--- src/rtl/fetch_stage.sv ---
// Instruction-fetch stage: owns the PC, picks the next PC and fills the IF/ID register.
// BOOT loads the PC from the reset vector. RUN handles redirects, immediate capture, stalls and bubbles.
module fetch_stage #(
  parameter int              ADDR_W    = 8,
  parameter logic [ADDR_W-1:0] RESET_VEC = '0,
  parameter logic [ADDR_W-1:0] INT_VEC   = ADDR_W'(1)
) (
  input  logic              clk,
  input  logic              rst,
  input  logic              PC_Write_En,
  input  logic              IF_ID_Write_En,
  input  logic              Inject_Bubble,
  input  logic              Inject_Int,
  input  logic              Branch_Taken,
  input  logic [ADDR_W-1:0] Branch_Target,
  input  logic              Ret_Taken,
  input  logic [ADDR_W-1:0] Ret_Addr,
  output logic [ADDR_W-1:0] IMem_Addr,
  input  logic [7:0]        IMem_Data,
  output logic [3:0]        IF_ID_Opcode,
  output logic [1:0]        IF_ID_Ra,
  output logic [1:0]        IF_ID_Rb,
  output logic [ADDR_W-1:0] IF_ID_PC_Plus1,
  output logic [7:0]        IF_ID_Imm,
  output logic              IF_ID_Valid,
  output logic [ADDR_W-1:0] Int_Ret_PC
);

  typedef enum logic {BOOT, RUN} state_t;

  state_t            state;
  logic [ADDR_W-1:0] pc;
  logic [ADDR_W-1:0] pc_plus1;
  logic [ADDR_W-1:0] vector_pc;
  logic              redirect;

  assign pc_plus1  = pc + ADDR_W'(1);
  assign vector_pc = ADDR_W'(IMem_Data);
  assign redirect  = Ret_Taken || Branch_Taken || Inject_Int;

  assign IMem_Addr = (state == BOOT) ? RESET_VEC :
                     (Inject_Int     ? INT_VEC : pc);

  // A redirect flushes IF/ID but keeps Imm and PC_Plus1. A lost lower-priority redirect must be re-asserted upstream.
  always_ff @(posedge clk or negedge rst) begin
    if (!rst) begin
      state          <= BOOT;
      pc             <= '0;
      IF_ID_Opcode   <= '0;
      IF_ID_Ra       <= '0;
      IF_ID_Rb       <= '0;
      IF_ID_PC_Plus1 <= '0;
      IF_ID_Imm      <= '0;
      IF_ID_Valid    <= 1'b0;
      Int_Ret_PC     <= '0;
    end else begin
      case (state)
        BOOT: begin
          pc           <= vector_pc;
          IF_ID_Opcode <= '0;
          IF_ID_Ra     <= '0;
          IF_ID_Rb     <= '0;
          IF_ID_Valid  <= 1'b0;
          state        <= RUN;
        end
        RUN: begin
          if (Ret_Taken) begin
            pc <= Ret_Addr;
          end else if (Branch_Taken) begin
            pc <= Branch_Target;
          end else if (Inject_Int) begin
            pc         <= vector_pc;
            Int_Ret_PC <= pc;
          end else if (PC_Write_En) begin
            pc <= pc_plus1;
          end

          // With IF_ID_Write_En low and the PC advancing, this byte is the trailing immediate.
          if (redirect) begin
            IF_ID_Opcode <= '0;
            IF_ID_Ra     <= '0;
            IF_ID_Rb     <= '0;
            IF_ID_Valid  <= 1'b0;
          end else if (!IF_ID_Write_En) begin
            if (PC_Write_En) begin
              IF_ID_Imm <= IMem_Data;
            end
          end else if (Inject_Bubble) begin
            IF_ID_Opcode   <= '0;
            IF_ID_Ra       <= '0;
            IF_ID_Rb       <= '0;
            IF_ID_Valid    <= 1'b0;
            IF_ID_PC_Plus1 <= pc_plus1;
          end else begin
            {IF_ID_Opcode, IF_ID_Ra, IF_ID_Rb} <= IMem_Data;
            IF_ID_PC_Plus1 <= pc_plus1;
            IF_ID_Valid    <= 1'b1;
          end
        end
        default: state <= BOOT;
      endcase
    end
  end

endmodule

--- config.mk ---
export PLATFORM = sky130hd
export DESIGN_NAME = fetch_stage
export DESIGN_NICKNAME = d
export VERILOG_FILES = /design/src/rtl/fetch_stage.sv
export SDC_FILE = /design/constraint.sdc
export NUM_CORES = 1
export LEC_CHECK = 0
export ABC_AREA = 1
export CAP_MARGIN = 10
export CORE_UTILIZATION = 45
export DETAILED_ROUTE_END_ITERATION = 8
export PLACE_DENSITY = 0.79
export SLEW_MARGIN = 5
export SYNTH_ARGS = -nofsm -noshare
export SYNTH_HDL_FRONTEND = slang
export SYNTH_SLANG_ARGS = --single-unit
export TNS_END_PERCENT = 20
--- constraint.sdc ---
create_clock -name clk -period 1.8 [get_ports clk]
set_input_delay 0.18 -clock clk [delete_from_list [all_inputs] [get_ports clk]]
set_output_delay 0.18 -clock clk [all_outputs]
set_load 0.05 [all_outputs]
## Word-level counts from Yosys, hierarchy flattened

Index checks and enable logic that the tools add are counted.

| cells by class | value |
|---|---|
| $add $sub $neg | 1 |
| equal/unequal tests | 2 |
| multiplexer cells | 23 |
| bitwise gates (word level) | 5 |
| reductions and logical operators | 5 |

Operators with widths:

| cell | count |
|---|---|
| two-way mux 8 bit | 6 |
| case mux 8 bit (2 select lines) | 1 |
| two-way mux 2 bit | 6 |
| two-way mux 4 bit | 3 |
| adder 8 x 1 -> 8 bit, second input constant | 1 |
| case mux 2 bit (2 select lines) | 2 |
| case mux 4 bit (2 select lines) | 1 |
| AND reduction 4 bit | 2 |
| inequality test 5 bit, second input constant | 1 |
| inverter 1 bit | 5 |
| two-way mux 1 bit | 3 |
| inequality test 3 x 2 -> 1 bit, second input constant | 1 |
| AND reduction 3 bit | 1 |
| logical OR 1 bit | 2 |
| case mux 1 bit (2 select lines) | 1 |

| word-level totals | value |
|---|---|
| register bits after elaboration | 42 |
| input port bits | 32 |
| output and inout bits | 41 |
| word-level logic and storage cells | 45 |

## Logic depth before layout (Yosys ltp)

Gate-level depths: netlist of run 1.

| depth | value |
|---|---|
| depth in word-level cells | 6 |
| gate-level depth with buffers | 11 |
| depth with buffers taken out | 9 |

## Worst setup path before layout of run 1

No wires, ideal clock.

| path | value |
|---|---|
| path kind | register to output |
| start point | register state |
| end point | output IMem_Addr[0] |
| arrival time | 1585 ps |
| required time | 1620 ps |
| setup slack | 35 ps |
| cell stages (with the launch flop) | 4 |
| buffers on the path | 1 |
| cells stage by stage | dfrtp_1 -> buf_2 -> clkinv_1 -> a21oi_1 |

| on the way | value |
|---|---|
| cells in the longest elaborated chain, start to end | 1 |

Ends and longest elaborated chain:

| item | RTL line | source |
|---|---|---|
| from (decl) | 31 | `state_t state;` |
| from (signal assigned) | 47 | `state <= BOOT;` |
| from (signal assigned) | 64 | `state <= RUN;` |
| from (signal assigned) | 100 | `default: state <= BOOT;` |
| two-way mux 8 bit | 41 | `assign IMem_Addr = (state == BOOT) ? RESET_VEC :` |
| to (decl) | 18 | `output logic [ADDR_W-1:0] IMem_Addr,` |

Every way passes these cells.

## Final worst setup path of run 1

| path | value |
|---|---|
| start point | register IF_ID_Imm[7] |
| end point | output IF_ID_Imm[7] |

RTL lines:

| item | RTL line | source |
|---|---|---|
| from (decl) | 24 | `output logic [7:0] IF_ID_Imm,` |
| from (signal assigned) | 86 | `IF_ID_Imm <= IMem_Data;` |

No word-level cell between the ends.

==> impl_metrics.csv, run 1 <==
group,metric,value,unit
status,status,"finished with violations",
status,violations,"DRC",
clocking,cts_num_sinks,42,
clocking,cts_tree,"done",
clocking,postCtsHoldBufs,1,
die,coreArea,0.00444,sq mm
synthesis,ys_types,27,
synthesis,yosys.area.top_type,"dfrtp_1",
detailed_routing,drtIter0Drc,156,
power_and_ir_drop,power_frac_comb,37.1,%
power_and_ir_drop,power_frac_clock,24.5,%
synthesis,synth_area,0.00212,sq mm
synthesis,ys_warn_count,0,
global_routing,grt_max_degree,43,
cells_and_area,nets,383,
die,dieArea,0.00498,sq mm
setup_path,cpMaxStageDelayCell,"clkdlybuf4s50_1",
timing,worstMarginPinSlew,519,ps
clocking,cts_setup_buffers,0,
placed_design,placed_cells,394,
cells_and_area,layout-drive-gt1-share,11.1,%
setup_path,cpPeakStageDelay,810,ps
cells_and_area,layout.cells.non_filler,402,
clocking,root_buffer,"clkbuf_8",
detailed_routing,via_per_inst,5.24,
placed_design,post-dp-hpwl,4290,microns
clocking,cts_max_level,2,
timing,finalSetupViolations,0,
detailed_routing,wire_per_inst,14.0,microns
detailed_routing,postRouteAntennaNets,0,
die,die_w,70.6,microns
synthesis,synth_top_cell_area_share,49.7,%
power_and_ir_drop,p_total,3.05,mW
power_and_ir_drop,peakVddDrop,0.519,mV
die,pin_count,73,
cells_and_area,syn_to_final_growth,48.0,%
setup_path,worstSetupPathType,"flip-flop to primary output",
global_routing,grt_usage,24.1,%
power_and_ir_drop,switchingPower,1.12,mW
synthesis,synth.avg_cell_area,7.92,sq um
timing,fmax,0.601,GHz
timing,hold_violations,0,
power_and_ir_drop,power.internal,1.93,mW
setup_path,endpoint_kind,"primary output",
cells_and_area,regArea,0.00105,sq mm
setup_path,crit_chain,"clkdlybuf4s50_1",
timing,timing.slew.headroom,65.4,%
setup_path,crit_family,"buffers and inverters",
setup_path,critPathArrivalTime,1480,ps
global_routing,grt_pass1_vias,1997,
cells_and_area,fin_util,70.4,%
power_and_ir_drop,power_frac_seq,38.5,%
global_routing,overflow,0,
synthesis,syn_inst,267,
timing,post-route-min-period,1660,ps
timing,finClkSkew,3.69,ps
synthesis,synth-seq-cells,42,
synthesis,yosysSeqAreaShare,49.7,%
timing,rsz0062_at_grt,"no",
cells_and_area,diodes,0,
cells_and_area,multi_input_area,903,sq um
clocking,cts_made_buffers,5,
die,rows,24,
setup_path,critPathRequiredTime,1620,ps
run,maxCapViolCount,0,
die,start_util,47.6,%
detailed_routing,num_vias,2106,
synthesis,synthTopCellsByArea,"dfrtp_1 50%, nand2_1 12%, o21ai_0 9.0%, nor2_1 5.5%, a21oi_1 5.0%",
global_routing,grt_antenna_before_repair,0,
detailed_routing,routed_wl,5640,microns
setup_path,path_buf_inv,1,
placed_design,gp_congestion,0.856,
clocking,clk_latency,290,ps
clocking,clkTransAtPathRegs,70,ps
setup_path,path_max_fanout,2,
power_and_ir_drop,p_per_area,973,mW/mm^2
clocking,clk_path_buf_depth,2,
detailed_routing,drc,5,
timing,slew_violations,0,
detailed_routing,first_pass_iters,7,
cells_and_area,nFillCells,354,
power_and_ir_drop,cellLeakagePower,1.45,nW
power_and_ir_drop,netSwitchingFraction,36.6,%
placed_design,portBuffers,72,
synthesis,synth_fp_nets,300,
setup_path,cp-start-kind,"flip-flop",
timing,fin_crit_sh,92.4,%
clocking,post_cts_resize_count,0,
hold_path,hold_path.class,"input pin to async pin",
die,die_h,70.6,microns
global_routing,grt_pass1_wl,9170,microns
## power by group through the flow
stage	Sequential (mW)	Clock [mW]	Combinational [mW]
2_1_floorplan	1.59	0	0.265
3_3_place_gp	1.18	0	1.11
3_5_place_dp	1.19	0	1.13
4_1_cts	1.17	0.758	1.13
5_1_grt	1.19	0.800	1.20
6_report	1.17	0.745	1.13
## layout by cell type (no fill, tap or decap)
master           count
a21oi_1             21
nand3_1             10
ha_1                 1
or2_1                2
clkdlybuf4s50_1     63
dfrtp_1             42
clkinv_1             1
inv_1               23
nor2_1              31
buf_4               12
o211ai_1             1
o21a_1               3
xor2_1               3
o21ai_2              1
nand2_1             66
conb_1               1
inv_2                2
o221ai_1             1
o211ai_2             1
clkinv_2             1
bufinv_16            1
buf_12               8
or2_0                1
dlygate4sd3_1        1
nor2_4               3
o21ai_0             38
o21ai_1              2
buf_2                1
nand2_2              1
nand2_4              2
clkbuf_8             6
## tightest hold or removal path, cell delays in order
cell           delay [ps]
dlygate4sd3_1         520
buf_2                  90
buf_4                 430
## final cells by class
cell class / count / share of cell area [%]
Clock inverter: 1 / 0.959
Clock buffer: 6 / 2.64
Tap cell: 52 / 2.08
Multi-Input combinational cell: 189 / 28.9
Sequential cell: 42 / 33.6
Inverter: 27 / 3.28
Timing Repair Buffer: 85 / 28.6
## cells in the mapped netlist
cell / instances
o211ai_1: 1
nand2_2: 1
xor2_1: 3
nor2_1: 31
o21ai_0: 38
inv_2: 2
dfrtp_1: 42
buf_6: 3
nor2_4: 3
o21ai_1: 2
clkinv_2: 1
or2_0: 1
a21oi_1: 21
o221ai_1: 1
ha_1: 1
clkinv_1: 1
nand3_1: 10
conb_1: 1
inv_1: 23
o21ai_2: 1
o21a_1: 3
nand2_1: 66
buf_2: 2
nand2_4: 2
or2_1: 2
clkbuf_1: 4
o211ai_2: 1
## flip-flops by register name, indices dropped and copies added, names as in the netlist
signal,cells
IF_ID_Rb,2
state,1
IF_ID_Imm,8
IF_ID_Ra,2
IF_ID_Valid,1
IF_ID_PC_Plus1,8
pc,8
IF_ID_Opcode,4
Int_Ret_PC,8
## final timing paths
kind,endpoint,slack (ps),cells past startpoint,startpoint
worst max-delay path,IF_ID_Imm[7],140,1,IF_ID_Imm[7]
max in group asynchronous,pc[1],960,3,rst
worst min-delay path,IF_ID_Imm[3],480,3,rst
worst min register to register,IF_ID_PC_Plus1[4],480,2,IF_ID_PC_Plus1[4]
worst max register to register,pc[3],290,7,state
min in group clk,IF_ID_PC_Plus1[4],480,2,IF_ID_PC_Plus1[4]
## logic make-up after synthesis
logic type / share of synthesized area (%)
AO/OA/AOI/OAI: 17.3
adder cells (fa/ha/maj): 0.591
AND/OR/NAND/NOR: 23.4
XOR/XNOR: 1.24
other: 0.177
buffers and inverters: 7.63
flip-flops: 49.7
## per-layer routing
layer / vias up / GRT usage (%) / part of all wire (%)
met5: - / 0 / 0
met4: 0 / 10.4 / 2.4
met3: 13 / 5.27 / 7.0
met2: 97 / 39.8 / 49
met1: 980 / 30.8 / 42
li1: 1016 / - / -
## per-stage QoR
stage | hold WS [ps] | setup slack [ps] | setup TNS [ps] | area [sq um]
floorplan | -116 | 35.5 | 0 | 2120
global placement | 273 | 24.1 | 0 | 3010
detailed placement | 274 | -49.8 | -194 | 3010
CTS | 490 | 124 | 0 | 3130
global route | 506 | 105 | 0 | 3130
finish | 476 | 137 | 0 | 3130
Power figures use the tool's default switching activity.
==> inputs of run 2 (changes only) <==
Settings changed: MAX_ROUTING_LAYER set to met4.
==> impl_metrics.csv, run 2 (synthesis gave the netlist of run 1 again) <==
group,metric,value,unit
timing,hold_violations,0,
detailed_routing,drtIter0Drc,186,
cells_and_area,syn_to_final_growth,47.7,%
die,die_w,70.6,microns
clocking,cts_setup_buffers,0,
timing,timing.slew.headroom,64.8,%
detailed_routing,drc,4,
setup_path,crit_family,"buffers and inverters",
detailed_routing,routed_wl,5650,microns
clocking,root_buffer,"clkbuf_8",
cells_and_area,diodes,0,
setup_path,worstSetupPathType,"flip-flop to primary output",
clocking,clk_path_buf_depth,2,
run,maxCapViolCount,0,
clocking,cts_max_level,2,
setup_path,critPathArrivalTime,1500,ps
timing,finClkSkew,5.99,ps
cells_and_area,layout_commonest_cell,"nand2_1",
timing,slew_violations,0,
die,coreArea,0.00444,sq mm
die,rows,24,
timing,fmax,0.597,GHz
die,die_h,70.6,microns
setup_path,cpPeakStageDelay,830,ps
placed_design,post-dp-hpwl,4460,microns
global_routing,grt_pass1_vias,1973,
detailed_routing,via_per_inst,5.07,
die,start_util,47.6,%
setup_path,crit_start,"IF_ID_Ra[0]",
cells_and_area,layout-drive-gt1-share,11.6,%
setup_path,r2r-start,"pc[0]",
power_and_ir_drop,peakVddDrop,0.446,mV
setup_path,cp-start-kind,"flip-flop",
setup_path,crit_chain,"clkdlybuf4s50_1",
power_and_ir_drop,cellLeakagePower,1.46,nW
detailed_routing,postRouteAntennaNets,0,
timing,post-route-min-period,1680,ps
clocking,cts_tree,"done",
setup_path,cpMaxStageDelayCell,"clkdlybuf4s50_1",
placed_design,portBuffers,72,
setup_path,critPathRequiredTime,1620,ps
timing,finalSetupViolations,0,
timing,rsz0062_at_grt,"no",
detailed_routing,wire_per_inst,14.0,microns
timing,worstMarginPinSlew,526,ps
placed_design,gp_congestion,0.882,
setup_path,path_max_fanout,2,
setup_path,path_buf_inv,1,
status,status,"finished with violations",
global_routing,grt_antenna_before_repair,0,
die,dieArea,0.00498,sq mm
clocking,cts_num_sinks,42,
cells_and_area,nets,385,
timing,whs,376,ps
global_routing,grt_max_degree,22,
cells_and_area,final_cell_mix,"66 x nand2_1, 63 x clkdlybuf4s50_1, 42 x dfrtp_1",
detailed_routing,num_vias,2054,
setup_path,endpoint_kind,"primary output",
clocking,clkTransAtPathRegs,80,ps
clocking,cts_made_buffers,5,
clocking,clk_latency,290,ps
timing,fin_tns_setup,0,ps
global_routing,overflow,0,
die,pin_count,73,
power_and_ir_drop,p_per_area,935,mW/mm^2
hold_path,hold_path.class,"input pin to async pin",
timing,fin_crit_sh,93.1,%
detailed_routing,first_pass_iters,6,
global_routing,grt_pass1_wl,9430,microns
global_routing,grt_usage,25.5,%
status,violations,"DRC",
-- run 2: where the power goes --
group | internal [mW] | switching [mW]
logic | 0.410 | 0.726
registers | 1.08 | 0.0883
clock network | 0.309 | 0.308
-- run 2: metrics by stage --
stage	utilization, %	area, sq um	setup WS [ps]	power [mW]	instances
floorplan	-	2120	35.5	1.86	267
global placement	68.0	3020	25.8	2.30	396
detailed placement	68.0	3020	-47.8	2.32	396
CTS	70.3	3120	119	2.93	405
global route	70.3	3120	73.6	3.05	405
finish	70.3	3120	124	2.92	405
-- run 2: layer usage --
metal / part of all wire, % / vias to the layer above / global-route usage [%] / wire length [microns]
met5: 0 / - / - / 0
met4: 1.0 / 0 / 7.33 / 57
met3: 5.4 / 6 / 3.99 / 307
met2: 50 / 62 / 42.3 / 2850
met1: 43 / 961 / 32.6 / 2440
li1: - / 1025 / - / -
-- run 2: final cells by class --
class,count,area [sq um]
flip-flops and latches,42,1050
repair buffers,87,911
inverters,27,103
clock inverters,1,5.00
fillers,390,1320
multi-input cells,189,903
well taps,52,65.1
clock buffers,7,86.3
-- run 2: path summary, 6_finish.rpt --
check / depth (start not counted) / end / slack (ps)
setup / recovery: 1 / IF_ID_Ra[0] / 120
hold / removal: 2 / IF_ID_Imm[6] / 380
setup reg to reg: 8 / pc[4] / 210
hold reg to reg: 2 / IF_ID_PC_Plus1[2] / 480
max in group asynchronous: 3 / Int_Ret_PC[5] / 860
min in group clk: 2 / IF_ID_PC_Plus1[2] / 480
-- run 2: worst register-to-register path, stage by stage (launching register included) --
cell     delay (ps)
dfrtp_1         440
ha_1            260
nand3_1         170
xor2_1          280
nand2_1         110
nand2_1          70
nand2_1          40
nand2_1          60
a21oi_1          50
-- run 2: timing repair --
| action | 4_1_cts | 5_1_grt |
|---|---|---|
| endpoints found under the hold margin | 19 | 0 |
| gates resized for setup | 0 | 0 |
| hold buffers | 1 | 0 |
==> inputs of run 3 (changes only) <==
Settings changed: CORE_MARGIN set to 2.
==> impl_metrics.csv, run 3 (synthesis gave the netlist of run 1 again) <==
group,metric,value,unit
die,die_w,72.6,microns
placed_design,gp_congestion,0.838,
detailed_routing,wire_per_inst,13.6,microns
power_and_ir_drop,netSwitchingFraction,38.2,%
timing,rsz0062_at_grt,"no",
timing,fin_crit_sh,91.6,%
cells_and_area,layout-drive-gt1-share,10.9,%
clocking,clkTransAtPathRegs,70,ps
setup_path,r2r_slack,250,ps
power_and_ir_drop,power.internal,1.78,mW
power_and_ir_drop,power_frac_clock,20.4,%
global_routing,grt_pass1_wl,9020,microns
cells_and_area,multi_input_area,903,sq um
setup_path,critPathRequiredTime,1620,ps
timing,finalSetupViolations,0,
clocking,cts_setup_buffers,0,
global_routing,grt_usage,23.0,%
detailed_routing,drtIter0Drc,141,
power_and_ir_drop,cellLeakagePower,1.44,nW
timing,whs,239,ps
cells_and_area,fin_util,69.8,%
clocking,cts_max_level,2,
clocking,post_cts_resize_count,0,
cells_and_area,syn_to_final_growth,46.5,%
global_routing,overflow,0,
detailed_routing,routed_wl,5440,microns
setup_path,cpPeakStageDelay,810,ps
global_routing,grt_antenna_before_repair,0,
die,die_h,72.6,microns
run,maxCapViolCount,0,
global_routing,grt_max_degree,37,
clocking,root_buffer,"clkbuf_8",
setup_path,worstSetupPathType,"flip-flop to primary output",
die,start_util,47.6,%
setup_path,crit_chain,"clkdlybuf4s50_1",
timing,timing.slew.headroom,65.1,%
die,dieArea,0.00527,sq mm
clocking,postCtsHoldBufs,1,
cells_and_area,nFillCells,360,
power_and_ir_drop,power_frac_seq,40.6,%
timing,post-route-min-period,1650,ps
clocking,cts_num_sinks,42,
placed_design,post-dp-hpwl,4240,microns
setup_path,critPathArrivalTime,1470,ps
global_routing,grt_pass1_vias,1983,
cells_and_area,regArea,0.00105,sq mm
die,coreArea,0.00444,sq mm
detailed_routing,drc,0,
hold_path,hold_path.class,"input pin to async pin",
power_and_ir_drop,p_per_area,930,mW/mm^2
timing,slew_violations,0,
cells_and_area,diodes,0,
power_and_ir_drop,power_frac_comb,39.1,%
clocking,clk_latency,290,ps
status,status,"complete, no violations",
detailed_routing,first_pass_iters,4,
detailed_routing,via_per_inst,5.06,
power_and_ir_drop,switchingPower,1.10,mW
setup_path,path_buf_inv,1,
die,pin_count,73,
setup_path,path_max_fanout,2,
clocking,cts_made_buffers,5,
power_and_ir_drop,peakVddDrop,0.486,mV
detailed_routing,num_vias,2028,
clocking,clk_path_buf_depth,2,
timing,finClkSkew,7.96,ps
setup_path,cpMaxStageDelayCell,"clkdlybuf4s50_1",
timing,hold_violations,0,
die,rows,24,
setup_path,crit_family,"buffers and inverters",
setup_path,rr_endpoint,"pc[6]",
setup_path,rr_worst_depth,8,
setup_path,cp-start-kind,"flip-flop",
timing,worstMarginPinSlew,521,ps
setup_path,r2r-start,"pc[0]",
timing,fmax,0.606,GHz
placed_design,portBuffers,72,
setup_path,endpoint_kind,"primary output",
clocking,cts_tree,"done",
cells_and_area,final_cell_mix,"66 x nand2_1, 63 x clkdlybuf4s50_1, 42 x dfrtp_1",
detailed_routing,postRouteAntennaNets,0,
cells_and_area,layout_commonest_cell,"nand2_1",
cells_and_area,nets,383,
[run 3: cell count changes in the layout (fill, tap and decap cells not counted)]
cell	before	now
buf_4	14	12
clkbuf_1	1	0
clkinv_2	2	1
[run 3: worst max path at each step]
stage | startpoint | endpoint | depth (start not counted)
floorplan | state | IMem_Addr[0] | 3
global placement | Ret_Taken | pc[5] | 9
detailed placement | Branch_Taken | pc[5] | 9
CTS | IF_ID_Rb[1] | IF_ID_Rb[1] | 1
global route | pc[0] | pc[6] | 8
finish | IF_ID_Rb[1] | IF_ID_Rb[1] | 1
[run 3: routing by layer]
layer | track usage, % | share of wire [%] | vias up
met1 | 30.3 | 45 | 932
met2 | 35.8 | 48 | 70
met5 | - | 0 | -
li1 | - | - | 1019
met3 | 4.97 | 5.4 | 7
met4 | 7.20 | 1.6 | 0
[run 3: layout make-up]
type	count	share of cell area [%]
flip-flops and latches	42	33.9
multi-input cells	189	29.1
repair buffers	85	28.9
inverters	27	3.31
clock buffers	6	2.66
well taps	52	2.10
[run 3: stage by stage]
stage | power, mW | TNS (ps) | setup slack, ps | instances | instance area, sq um
after floorplan | 1.86 | 0 | 35.5 | 267 | 2120
after global placement | 2.30 | 0 | 31.9 | 394 | 3010
after detailed placement | 2.31 | -220 | -56.0 | 394 | 3010
after CTS | 2.90 | 0 | 144 | 401 | 3100
after global routing | 3.02 | 0 | 51.7 | 401 | 3100
final | 2.88 | 0 | 150 | 401 | 3100
[run 3: power groups by stage]
stage	registers [mW]	logic, mW	clock network [mW]
detailed placement	1.19	1.13	0
CTS	1.17	1.13	0.597
finish	1.17	1.13	0.588
global route	1.19	1.20	0.629
floorplan	1.59	0.265	0
global placement	1.18	1.12	0
[run 3: worst register-to-register path, cell delays in order, from the launching register on]
cell and delay, ps:
dfrtp_1 420, ha_1 210, nand3_1 140, o21ai_0 270, nand3_1 150, nand2_1 80, nand2_1 40, nand2_1 50
a21oi_1 50
